### config.mk
export PLATFORM = sky130hd
export DESIGN_NAME = cpu_out_uart_tx
export DESIGN_NICKNAME = d
export VERILOG_FILES = /design/src/rtl/cpu_out_uart_tx.sv
export SDC_FILE = /design/constraint.sdc
export NUM_CORES = 1
export LEC_CHECK = 0
export BUFFER_PORTS_ARGS = -buffer_cell sky130_fd_sc_hd__buf_2
export CAP_MARGIN = 20
export CORE_MARGIN = 4
export CORE_UTILIZATION = 49
export DETAILED_ROUTE_END_ITERATION = 10
export PLACE_DENSITY_LB_ADDON = 0.05
export SKIP_CTS_REPAIR_TIMING = 1
export SYNTH_ARGS = -nofsm -noshare
export SYNTH_HDL_FRONTEND = slang
export SYNTH_SLANG_ARGS = --single-unit
### constraint.sdc
create_clock -name clk -period 4.5 [get_ports clk]
set_input_delay 0.45 -clock clk [delete_from_list [all_inputs] [get_ports clk]]
set_output_delay 0.45 -clock clk [all_outputs]
set_load 0.02 [all_outputs]
### src/rtl/cpu_out_uart_tx.sv
// rtl/cpu_out_uart_tx.sv - change-triggered byte queue and 8N1 UART transmitter for the CPU output port
//
// Ports:
//   clk           system clock, rising edge
//   ExternalReset asynchronous active-high reset
//   cpu_out       CPU output port value; every change is queued as one byte
//   tx            UART serial line, idle high
//   busy          high while a frame (start, data, stop) is on the line
//   fifo_count    bytes waiting in the queue
//   overflow      sticky: a byte was dropped because the queue was full
module cpu_out_uart_tx #(
    parameter int CLKS_PER_BIT = 16,
    parameter int FIFO_DEPTH   = 4
) (
    input  logic                        clk,
    input  logic                        ExternalReset,
    input  logic [7:0]                  cpu_out,
    output logic                        tx,
    output logic                        busy,
    output logic [$clog2(FIFO_DEPTH):0] fifo_count,
    output logic                        overflow
);
    localparam int PW = $clog2(FIFO_DEPTH);
    localparam int CW = PW + 1;
    localparam logic [CW-1:0] FULL_CNT  = CW'(FIFO_DEPTH);
    localparam logic [15:0]   BAUD_LAST = 16'(CLKS_PER_BIT - 1);

    typedef enum logic [1:0] {IDLE, START, DATA, STOP} state_t;

    logic [7:0]    sample_q, last_q;
    logic [7:0]    mem_q [FIFO_DEPTH];
    logic [PW-1:0] wr_q, rd_q;
    logic [CW-1:0] count_q, count_d;
    logic          overflow_q;

    state_t        state_q, state_d;
    logic [15:0]   baud_q, baud_d;
    logic [2:0]    bit_q, bit_d;
    logic [7:0]    shift_q, shift_d;
    logic          tx_q, tx_d;

    logic push_req, push_ok, pop, full, baud_done;

    assign push_req  = (sample_q != last_q);
    assign full      = (count_q == FULL_CNT);
    // The transmitter only ever pops from IDLE, so a pop can free a slot
    // for a push arriving on the same edge even when the queue is full.
    assign pop       = (state_q == IDLE) && (count_q != '0);
    assign push_ok   = push_req && (!full || pop);
    assign baud_done = (baud_q == BAUD_LAST);

    always_comb begin
        count_d = count_q;
        case ({push_ok, pop})
            2'b10:   count_d = count_q + CW'(1);
            2'b01:   count_d = count_q - CW'(1);
            default: count_d = count_q;
        endcase
    end

    always_ff @(posedge clk or posedge ExternalReset) begin
        if (ExternalReset) begin
            sample_q   <= 8'h00;
            last_q     <= 8'h00;
            wr_q       <= '0;
            rd_q       <= '0;
            count_q    <= '0;
            overflow_q <= 1'b0;
        end else begin
            sample_q <= cpu_out;
            if (push_req) begin
                last_q <= sample_q;
            end
            if (push_ok) begin
                wr_q <= wr_q + PW'(1);
            end
            if (pop) begin
                rd_q <= rd_q + PW'(1);
            end
            count_q <= count_d;
            if (push_req && !push_ok) begin
                overflow_q <= 1'b1;
            end
        end
    end

    // Queue storage needs no reset: count_q gates every read.
    always_ff @(posedge clk) begin
        if (push_ok) begin
            mem_q[wr_q] <= sample_q;
        end
    end

    always_ff @(posedge clk or posedge ExternalReset) begin
        if (ExternalReset) begin
            state_q <= IDLE;
            baud_q  <= '0;
            bit_q   <= '0;
            shift_q <= 8'h00;
            tx_q    <= 1'b1;
        end else begin
            state_q <= state_d;
            baud_q  <= baud_d;
            bit_q   <= bit_d;
            shift_q <= shift_d;
            tx_q    <= tx_d;
        end
    end

    // tx is registered: each transition loads the level of the next bit,
    // so the line changes on the same edge the state changes.
    always_comb begin
        state_d = state_q;
        baud_d  = baud_q;
        bit_d   = bit_q;
        shift_d = shift_q;
        tx_d    = tx_q;
        case (state_q)
            IDLE: begin
                tx_d   = 1'b1;
                baud_d = '0;
                bit_d  = '0;
                if (pop) begin
                    shift_d = mem_q[rd_q];
                    state_d = START;
                    tx_d    = 1'b0;
                end
            end
            START: begin
                if (baud_done) begin
                    baud_d  = '0;
                    state_d = DATA;
                    tx_d    = shift_q[0];
                end else begin
                    baud_d = baud_q + 16'd1;
                end
            end
            DATA: begin
                if (baud_done) begin
                    baud_d = '0;
                    if (bit_q == 3'd7) begin
                        state_d = STOP;
                        tx_d    = 1'b1;
                    end else begin
                        bit_d   = bit_q + 3'd1;
                        shift_d = {1'b0, shift_q[7:1]};
                        tx_d    = shift_q[1];
                    end
                end else begin
                    baud_d = baud_q + 16'd1;
                end
            end
            STOP: begin
                if (baud_done) begin
                    baud_d  = '0;
                    state_d = IDLE;
                end else begin
                    baud_d = baud_q + 16'd1;
                end
            end
            default: state_d = IDLE;
        endcase
    end

    assign tx         = tx_q;
    assign busy       = (state_q != IDLE);
    assign fifo_count = count_q;
    assign overflow   = overflow_q;
endmodule

Word level (Yosys, flattened, before mapping)
Memory sizes are Yosys's and may differ from the RTL's.
Cells that the tools add are included.
Word-level totals
  register bits: 54
  latch bits: 0
  memory bits (writable): 32
  memory bits (read-only): 0
  bits of input ports: 10
  output and inout port bits: 6
  word-level logic and storage cells: 73
  memories kept: 1
Memories
  mem_q: depth 4, bits a word 8, rd ports 1, clocked after memory_dff 0, wr ports 1, line 31  | logic [7:0] mem_q [FIFO_DEPTH];
Cells by class
  $add $sub $neg: 6
  multipliers: 0
  divide/modulo/power cells: 0
  magnitude comparators: 0
  eq/ne operators: 15
  shifts and indexed selects: 0
  multiplexer cells: 23
  bitwise operators: 0
  reduce and logical (&&, ||, !) cells: 17
Operator list (number)
  one-hot mux 16 bit (2 select lines): 1
  2-to-1 mux 8 bit: 3
  adder 16 x 1 -> 16 bit (second input constant): 1
  == test 16 x 4 -> 1 bit (second input constant): 1
  2-to-1 mux 16 bit: 1
  one-hot mux 8 bit (2 select lines): 1
  != test 2 bit (second input constant): 6
  one-hot mux 3 bit (2 select lines): 2
  2-to-1 mux 2 bit: 5
  != test 8 bit: 1
  one-hot mux 2 bit (4 select lines): 1
  adder 3 x 1 -> 3 bit (second input constant): 2
  == test 2 bit (second input constant): 3
  == test 3 bit (second input constant): 2
  2-to-1 mux 1 bit: 6
  2-to-1 mux 3 bit: 2
  AND reduction 3 bit: 2
  nonzero test 2 bit: 3
  nonzero test 3 bit: 2
  AND reduction 5 bit: 1
  adder 2 x 1 -> 2 bit (second input constant): 2
  == test 2 x 1 -> 1 bit (second input constant): 2
  AND reduction 4 bit: 1
  logical AND 1 bit: 3
  6 further kinds: 7

Depth between registers and ports, before layout
Gate-level depths: netlist of run 1.
  word-level depth: 6
  mapped depth: 9
  depth with buffers taken out: 8

Worst setup path before layout of run 1
Ideal clock, no wire load.
  path type: flip-flop to flip-flop
  from: register sample_q[6]
  to: register count_q[1] (netlist: fifo_count[1])
  library setup time: 128 ps
  arrival time: 1856 ps
  data required time: 4372 ps
  setup slack: 2516 ps
  cell stages (with the launch flop): 7
  buffers on the path: 0
  clock period less this slack: 1984 ps
  cells stage by stage: dfrtp_1 xor2_1 nor4_1 nand2_1 nor2_1 fa_1 mux2_1
Between the ends
  word-level cells in the longest chain between the ends: 4
  elaborated cells between the ends (all ways): 6
  classes of those cells: eq/ne (3); mux (1); reduce/logical (2)
Ends and longest elaborated chain
  from (decl): line 30  | logic [7:0] sample_q, last_q;
  from (signal assigned): line 70  | sample_q <= cpu_out;
  != test 8 bit *: line 44  | assign push_req = (sample_q != last_q);
  logical AND 1 bit *: line 49  | assign push_ok = push_req && (!full || pop);
  == test 2 x 1 -> 1 bit / == test 2 bit (equally long branches): line 54  | case ({push_ok, pop})
  one-hot mux 3 bit (2 select lines) *: line 54
  via count_d[1]: line 33  | logic [CW-1:0] count_q, count_d;
  to (signal assigned): line 80  | count_q <= count_d;
  to (decl): line 33
The timed path passes the listed nets; every way through them passes the cells marked *.
A chain may end at the register's enable or synchronous reset.

Worst setup path in the final report of run 1
Same ends and word-level chain as after synthesis.

==> results.py, run 1 <==
metrics = {
    "run_status": {
        "status": "completed",
    },
    "grt": {
        "grt_max_degree": 34,
        "grt.total_usage": 0.1569,
        "grt_pass1_vias": 2163,
        "antenna_found_initial": 0,
        "grt_overflow": 0,
        "grt_pass1_wl_um": 10630,
    },
    "route": {
        "avgRoutedWirePerCell_um": 15.79,
        "vias_per_cell": 5.247,
        "firstDrtPassIters": 4,
        "dr.first_iter.drc_count": 59,
        "ant_nets": 0,
        "wl_um": 6204,
        "vias": 2062,
        "drc": 0,
    },
    "critical_path": {
        "critical_path_buf_inv_count": 0,
        "r2r_cells": 6,
        "cp_top_family": "simple AND/OR/NAND/NOR gates",
        "critPathMaxStageDelay_ns": 0.45,
        "crit_start": "sample_q[6]",
        "cp-endpoint": "fifo_count[1]",
        "critical_path_class": "reg -> reg",
        "worstSetupEndpointType": "flop",
        "crit_required_ns": 4.73,
        "cp_num_cells": 6,
        "cp_cell_sequence": "xor2_1, nor4_1, nand2_1, nor2_1, fa_1, mux2_1",
        "regToRegSetupSlack_ns": 2.09,
        "r2r_end": "fifo_count[1]",
        "r2r_start": "sample_q[6]",
        "critPathMaxFanout": 9,
        "arrival_ns": 2.65,
        "start_kind": "flop",
        "crit_slowest_cell": "nor4_1",
    },
    "place": {
        "hpwl_um": 4240,
        "place_inst": 377,
        "placed_cell_area_sq_um": 3856,
        "gp_congestion": 0.7331,
        "portBuffers": 15,
    },
    "floorplan": {
        "coreArea_sq_um": 7292,
        "rows": 31,
        "io_pins": 16,
        "start_util": 0.5094,
        "chipHeight_um": 95.07,
        "die_x_um": 95.07,
        "die-area_sq_um": 9038,
    },
    "final_layout": {
        "finalInstanceArea_sq_um": 4063,
        "final_nets": 311,
        "diodes": 0,
        "final_cells": 393,
        "area_growth_pct": 9.364,
        "drive_gt1_frac": 0.1837,
    },
    "synthesis": {
        "syn_area_sq_um": 3715,
        "synth_flop_cell": "dfrtp_1",
        "syn_inst": 276,
        "synth.distinct_cells": 45,
        "async_reset_ff_frac": 0.6279,
        "yosysTopAreaCell": "dfrtp_1",
        "ys_seq_area_frac": 0.6228,
        "ys_warn_count": 0,
        "syn_avg_cell_area_sq_um": 13.46,
        "synth_edf_count": 32,
        "syn_nets": 298,
        "synth.top_cell.area_share": 0.3570,
        "synth.area.top_cells": "dfrtp_1 (36%), edfxtp_1 (26%), mux4_2 (4.9%), xor2_1 (4.2%), ha_1 (3.7%)",
        "ys_seq_elements": 86,
    },
    "timing": {
        "hold_viol_final": 0,
        "tightest_slew_ns": 0.6344,
        "final-max-slew-violation-count": 0,
        "finalSetupTns_ns": 0,
        "layout_min_cycle_time_ns": 2.411,
        "fmax_mhz": 414.7,
        "rsz0062_at_grt": "no",
        "fin_crit_sh": 0.5359,
        "setup_viol": 0,
        "finalClockSkew_ns": 0.01201,
        "relSlewSlack": 0.5770,
    },
    "power": {
        "leakage_nw": 1.676,
        "peakVddDrop_mv": 0.3255,
        "power.density_nw_per_um2": 649.3,
    },
    "cts": {
        "htree_levels": 3,
        "cts_root_buffer": "clkbuf_8",
        "clk_path_buf_depth": 2,
        "cts_tree": "done",
        "clock_latency_ns": 0.36,
        "cts.sinks": 86,
        "cts_buffers": 9,
        "clk_pin_slew_ns": 0.10,
    },
    "run": {
        "drv_cap": 0,
    },
    "min_path": {
        "min_path_type": "in -> async",
    },
}
## cell usage in the layout, fill, tap and decap left out, types with 2 or more instances in the layout
master,netlist,layout
a21oi_1,5,5
a22oi_1,4,4
a31oi_1,3,3
and3_1,9,9
buf_2,4,15
clkbuf_8,0,9
dfrtp_1,53,53
edfxtp_1,32,32
ha_1,11,11
inv_1,13,12
inv_6,0,4
mux2_4,2,2
mux2i_1,3,3
mux4_2,8,8
nand2_1,17,17
nand3_1,7,7
nand4_1,5,5
nor2_1,22,22
nor3_1,2,2
nor4_1,5,5
nor4_2,2,2
o21a_1,2,2
o21ai_0,6,6
o21ai_1,3,3
o221ai_1,2,2
o22a_1,2,2
or3_1,2,2
xnor2_1,8,8
xor2_1,18,18
## worst min path at each step
stage | from | endpoint | slack, ns | cells after the start
6_report | ExternalReset | shift_q[0] | 0.10 | 2
5_1_grt | ExternalReset | sample_q[6] | 0.12 | 2
4_1_cts | ExternalReset | shift_q[0] | 0.1 | 2
3_5_place_dp | overflow | overflow | 0.45 | 1
3_3_place_gp | overflow | overflow | 0.46 | 1
2_1_floorplan | baud_q[0] | baud_q[0] | 0.45 | 1
## synthesized netlist by cell type (6+ instances only)
cell	instances
mux4_2	8
o21ai_0	6
clkbuf_1	9
nand3_1	7
edfxtp_1	32
dfrtp_1	53
nand2_1	17
ha_1	11
inv_1	13
xor2_1	18
and3_1	9
xnor2_1	8
nor2_1	22
## layout make-up
class	count	area, sq um
clock buffer	9	123.9
clock inverter	7	82.58
fill	658	3229
tap	99	123.9
inverter	13	48.80
timing repair buffer	16	82.58
sequential	86	2313
multi-input combinational	163	1287
## registers in the layout (all words and copies together), names as in the netlist
signal,count
state_q,2
overflow,1
sample_q,8
baud_q,16
wr_q,2
rd_q,2
shift_q,8
tx,1
fifo_count,3
mem_q,32
bit_q,3
last_q,8
## metrics by stage
step / total power, mW / hold slack [ns] / util / setup WS [ns]
2_1_floorplan: 1.878 / 0.4549 / - / 2.516
3_3_place_gp: 2.089 / 0.4628 / 0.5288 / 2.135
3_5_place_dp: 2.114 / 0.4545 / 0.5288 / 2.116
4_1_cts: 2.689 / 0.09862 / 0.5571 / 2.088
5_1_grt: 2.827 / 0.1161 / 0.5571 / 1.947
6_report: 2.638 / 0.1012 / 0.5571 / 2.089
## cell families after synthesis
kind of cell / Yosys count / synth area share
xor gates and xnor gates: 26 / 0.06130
DFF: 86 / 0.6228
and+or+nand+nor: 77 / 0.1085
buffers and inverters: 27 / 0.03065
adders and majority gates: 12 / 0.04244
AOI/OAI and AO/OA: 33 / 0.06299
muxes: 15 / 0.07140
## power breakdown
part	internal, mW	switching (mW)	total [mW]
registers	1.06	0.154	1.21
logic	0.379	0.482	0.861
clock network	0.269	0.296	0.564
total	1.71	0.932	2.64
## layer usage
layer	part of all wire	GRT usage	vias up	routed length, um
li1	-	-	1007	-
met1	0.47	0.2029	1025	2895
met2	0.49	0.2560	20	3037
met3	0.026	0.03946	10	164
met4	0.017	0.05889	0	106
met5	0	0	-	0
No activity file was read; power rests on OpenSTA's default activity.
==> inputs of run 2 (changes only) <==
==> constraint.sdc (replaced) <==
create_clock -name clk -period 2.2 [get_ports clk]
set_input_delay 0.22 -clock clk [delete_from_list [all_inputs] [get_ports clk]]
set_output_delay 0.22 -clock clk [all_outputs]
set_load 0.02 [all_outputs]
==> run 2 against run 1 <==
Net effect:
- clock power grew 83%
- die area is the same
- register-to-register slack lost 2.0 ns
- largest power group unchanged
- combinational power grew 140%
- largest cell class unchanged
- critical path depth grew 1
==> results.py, run 2 (synthesized netlist as in run 1, its figures left out) <==
metrics = {
    "min_path": {
        "min_path_type": "in -> async",
    },
    "place": {
        "portBuffers": 15,
        "hpwl_um": 4417,
        "gp_congestion": 0.7574,
        "place_inst": 395,
        "placed_cell_area_sq_um": 4029,
    },
    "floorplan": {
        "io_pins": 16,
        "start_util": 0.5094,
        "rows": 31,
        "die-area_sq_um": 9038,
        "chipHeight_um": 95.07,
        "die_x_um": 95.07,
        "coreArea_sq_um": 7292,
    },
    "cts": {
        "clk_pin_slew_ns": 0.09,
        "cts_buffers": 9,
        "clk_path_buf_depth": 2,
        "cts.sinks": 86,
        "cts_tree": "done",
        "clock_latency_ns": 0.35,
        "htree_levels": 3,
        "cts_root_buffer": "clkbuf_8",
    },
    "timing": {
        "final-max-slew-violation-count": 0,
        "rsz0062_at_grt": "no",
        "fin_crit_sh": 0.9388,
        "finalClockSkew_ns": 0.006410,
        "finalSetupTns_ns": 0,
        "relSlewSlack": 0.6452,
        "fmax_mhz": 484.2,
        "layout_min_cycle_time_ns": 2.065,
        "setup_viol": 0,
        "tightest_slew_ns": 0.5314,
        "hold_viol_final": 0,
    },
    "power": {
        "power.density_nw_per_um2": 1280,
        "peakVddDrop_mv": 0.5723,
        "leakage_nw": 1.802,
    },
    "final_layout": {
        "final_util": 0.5896,
        "drive_gt1_frac": 0.2243,
        "final_cells": 420,
        "diodes": 0,
        "area_growth_pct": 15.73,
        "largest_register_ffs": 32,
        "most-common-layout-cells": "dfrtp_1 (53), edfxtp_1 (32), nor2_1 (22)",
        "finalInstanceArea_sq_um": 4299,
        "final_nets": 338,
        "reg.largest.list": "mem_q (32), baud_q (16)",
        "largest-register": "mem_q",
        "final_common_cell": "dfrtp_1",
        "final.fill_count": 626,
    },
    "grt": {
        "grt_overflow": 0,
        "grt_pass1_vias": 2202,
        "grt_max_degree": 33,
        "antenna_found_initial": 0,
        "grt_pass1_wl_um": 11030,
        "grt.total_usage": 0.1642,
    },
    "route": {
        "vias_per_cell": 5.152,
        "avgRoutedWirePerCell_um": 15.32,
        "dr.first_iter.drc_count": 86,
        "wl_um": 6436,
        "vias": 2164,
        "firstDrtPassIters": 4,
        "drc": 0,
        "ant_nets": 0,
    },
    "critical_path": {
        "critPathMaxFanout": 6,
        "cp_cell_sequence": "xor2_1, nor4_1, buf_4, nand2_1, nor2_1, fa_1, mux2_1",
        "start_kind": "flop",
        "critical_path_buf_inv_count": 1,
        "critical_path_class": "reg -> reg",
        "crit_required_ns": 2.44,
        "cp_top_family": "simple AND/OR/NAND/NOR gates",
        "worstSetupEndpointType": "flop",
        "critPathMaxStageDelay_ns": 0.45,
        "crit_slowest_cell": "dfrtp_1",
        "arrival_ns": 2.30,
    },
    "run": {
        "drv_cap": 0,
    },
    "run_status": {
        "status": "completed",
    },
}
==> run 2: per-stage QoR <==
| step | worst slack, ns | hold slack [ns] | total power, mW |
|---|---|---|---|
| after global routing | 0.004512 | 0.4756 | 5.899 |
| after global placement | 0.1788 | 0.2919 | 4.505 |
| after floorplan | 0.2165 | 0.2514 | 3.842 |
| after CTS | 0.1155 | -0.09653 | 5.585 |
| final | 0.1346 | 0.4436 | 5.504 |
| after detailed placement | 0.1266 | 0.2968 | 4.551 |
==> run 2: area by class of cell <==
| type | count | area, sq um | area share |
|---|---|---|---|
| sequential | 86 | 2313 | 0.5381 |
| multi-input combinational | 163 | 1287 | 0.2995 |
| timing repair buffer | 43 | 345.3 | 0.08033 |
| clock buffer | 9 | 123.9 | 0.02881 |
| tap | 99 | 123.9 | 0.02881 |
| clock inverter | 7 | 56.30 | 0.01310 |
| inverter | 13 | 48.80 | 0.01135 |
==> run 2: report_power, final <==
group | internal, mW | total (mW) | switching [mW]
registers | 2.16 | 2.44 | 0.272
logic | 0.984 | 2.04 | 1.06
clock network | 0.428 | 1.03 | 0.597
total | 3.57 | 5.50 | 1.93
==> run 2: per-layer routing <==
layer  routed length (um)  track usage
met1                 3044       0.2138
met2                 3117       0.2653
met3                  187      0.04972
met4                   87      0.05048
met5                    0            0
==> run 2: final timing paths <==
path	from	end	slack (ns)	depth (start not counted)
worst max-delay path	sample_q[3]	fifo_count[1]	0.13	7
min in group clk	overflow	overflow	0.47	1
worst min register to register	overflow	overflow	0.47	1
worst min-delay path	ExternalReset	baud_q[5]	0.44	3
max in group asynchronous	ExternalReset	last_q[2]	1.20	4
worst max register to register	sample_q[3]	fifo_count[1]	0.13	7
==> run 2: worst min-delay path: stages <==
cell           delay, ns
dlygate4sd3_1       0.53
buf_2               0.12
inv_2               0.39
==> inputs of run 3 (changes only) <==
--- a/config.mk
+++ b/config.mk
@@ -6,8 +6,7 @@
 export NUM_CORES = 1
 export LEC_CHECK = 0
 export BUFFER_PORTS_ARGS = -buffer_cell sky130_fd_sc_hd__buf_2
-export CAP_MARGIN = 20
-export CORE_MARGIN = 4
+export CAP_MARGIN = 30
 export CORE_UTILIZATION = 49
 export DETAILED_ROUTE_END_ITERATION = 10
 export PLACE_DENSITY_LB_ADDON = 0.05
==> run 3 against run 2 <==
Net effect:
- sequential power about the same
- clock power is 21% higher
- largest cell class unchanged
- critical endpoint unchanged
- global-route usage rose by 0.50 points
- core utilization grew 0.70 points
- highest routed layer unchanged
- worst setup slack improved by 0.081 ns
- flip-flop and latch count unchanged
==> results.py, run 3 (synthesized netlist as in run 1, its figures left out) <==
metrics = {
    "final_layout": {
        "drive_gt1_frac": 0.2346,
        "reg.largest.list": "mem_q (32), baud_q (16)",
        "final_nets": 341,
        "largest-register": "mem_q",
        "largest_register_ffs": 32,
        "most-common-layout-cells": "dfrtp_1 (53), edfxtp_1 (32), nor2_1 (22)",
        "final_common_cell": "dfrtp_1",
        "final.fill_count": 610,
        "final_cells": 423,
        "diodes": 0,
        "area_growth_pct": 17.11,
    },
    "timing": {
        "hold_viol_final": 0,
        "layout_min_cycle_time_ns": 1.984,
        "final-max-slew-violation-count": 0,
        "fin_crit_sh": 0.9020,
        "finalClockSkew_ns": 0.01244,
        "rsz0062_at_grt": "no",
        "relSlewSlack": 0.7202,
        "finalSetupTns_ns": 0,
        "setup_viol": 0,
        "fmax_mhz": 504.0,
        "tightest_slew_ns": 0.4164,
    },
    "route": {
        "vias": 2169,
        "dr.first_iter.drc_count": 109,
        "ant_nets": 0,
        "firstDrtPassIters": 4,
        "wl_um": 6150,
        "vias_per_cell": 5.128,
        "avgRoutedWirePerCell_um": 14.54,
        "drc": 0,
    },
    "grt": {
        "grt.total_usage": 0.1692,
        "met3_usage": 0.03601,
        "top_usage_layer": "met2",
        "global_route.usage.met2": 0.2664,
        "grt_pass1_vias": 1924,
        "antenna_found_initial": 0,
        "grt_pass1_wl_um": 9729,
        "grt_overflow": 0,
        "grt_max_degree": 38,
        "use_met1": 0.2351,
    },
    "critical_path": {
        "cp_cell_sequence": "xor2_1, nor4_1, buf_4, nand2_1, nor2_1, fa_1, mux2_1",
        "start_kind": "flop",
        "arrival_ns": 2.23,
        "critical_path_buf_inv_count": 1,
        "cp_top_family": "simple AND/OR/NAND/NOR gates",
        "crit_required_ns": 2.45,
        "critPathMaxStageDelay_ns": 0.42,
        "worstSetupEndpointType": "flop",
        "critPathMaxFanout": 2,
        "critical_path_class": "reg -> reg",
        "crit_slowest_cell": "fa_1",
    },
    "power": {
        "pwr-share-clk": 0.221,
        "intPower_mw": 3.768,
        "power.density_nw_per_um2": 1305,
        "leakage_nw": 1.824,
        "netSwitchingPower_mw": 1.911,
        "p_sw_frac": 0.3365,
        "seqPwrFrac": 0.428,
        "peakVddDrop_mv": 0.5096,
        "p_comb_frac": 0.352,
    },
    "min_path": {
        "min_path_type": "in -> async",
    },
    "place": {
        "place_inst": 398,
        "portBuffers": 15,
        "gp_congestion": 0.7287,
        "hpwl_um": 4212,
    },
    "floorplan": {
        "coreArea_sq_um": 7292,
        "io_pins": 16,
        "start_util": 0.5094,
        "rows": 31,
        "die_x_um": 89.07,
        "chipHeight_um": 89.07,
        "die-area_sq_um": 7933,
    },
    "cts": {
        "cts_tree": "done",
        "cts.sinks": 86,
        "clock_latency_ns": 0.35,
        "htree_levels": 3,
        "cts_buffers": 9,
        "clk_path_buf_depth": 2,
        "cts_root_buffer": "clkbuf_8",
        "clk_pin_slew_ns": 0.10,
    },
    "run": {
        "drv_cap": 0,
    },
    "run_status": {
        "status": "completed",
    },
}
==> run 3: changes by cell type in the layout (fill, tap and decap cells not counted) <==
cell        change
buf_4           +5
buf_12          -2
bufinv_16       +2
clkinv_2        -2
clkinvlp_4      +2
clkinv_4        -1
inv_6           -1
nor4_1          -1
nor4_2          +1
==> run 3: path summary, 6_finish.rpt <==
kind / startpoint / to / slack (ns) / depth (start not counted)
worst min-delay path: ExternalReset / state_q[0] / 0.40 / 3
min in group clk: overflow / overflow / 0.47 / 1
worst min register to register: overflow / overflow / 0.47 / 1
worst max-delay path: sample_q[6] / fifo_count[1] / 0.22 / 7
max in group asynchronous: ExternalReset / last_q[3] / 1.26 / 4
worst max register to register: sample_q[6] / fifo_count[1] / 0.22 / 7
==> run 3: layout make-up <==
cell class / instances / area [sq um] / area share
timing repair buffer: 46 / 342.8 / 0.07880
tap: 99 / 123.9 / 0.02847
clock inverter: 7 / 103.9 / 0.02387
clock buffer: 9 / 123.9 / 0.02847
sequential: 86 / 2313 / 0.5318
multi-input combinational: 163 / 1294 / 0.2974
inverter: 13 / 48.80 / 0.01122
==> run 3: power groups by stage <==
stage	Clock [mW]	Sequential (mW)	Combinational (mW)
2_1_floorplan	0	2.41	1.43
3_3_place_gp	0	2.46	1.99
3_5_place_dp	0	2.47	2.01
4_1_cts	1.28	2.44	2.02
5_1_grt	1.35	2.49	2.22
6_report	1.25	2.43	2.00
==> run 3: worst reg2reg max path, cell delays in order (launching register included) <==
cell	delay [ns]
dfrtp_1	0.40
xor2_1	0.14
nor4_1	0.26
buf_4	0.15
nand2_1	0.08
nor2_1	0.15
fa_1	0.42
mux2_1	0.30
==> run 3: through the flow <==
step / utilization / power (mW) / hold slack (ns) / area, sq um / setup slack (ns)
5_1_grt: 0.5966 / 6.063 / 0.4639 / 4350 / 0.007220
3_3_place_gp: 0.5522 / 4.454 / 0.2500 / 4026 / 0.1831
2_1_floorplan: - / 3.842 / 0.2514 / 3715 / 0.2165
6_report: 0.5966 / 5.679 / 0.4009 / 4350 / 0.2157
3_5_place_dp: 0.5522 / 4.483 / 0.2488 / 4026 / 0.1665
4_1_cts: 0.5834 / 5.740 / -0.1359 / 4254 / 0.1608
==> run 3: per-layer routing <==
layer | vias up | wire length, um
met1 | 1071 | 2994
met2 | 23 | 2978
li1 | 1068 | -
met5 | - | 0
met4 | 0 | 65
met3 | 7 | 111
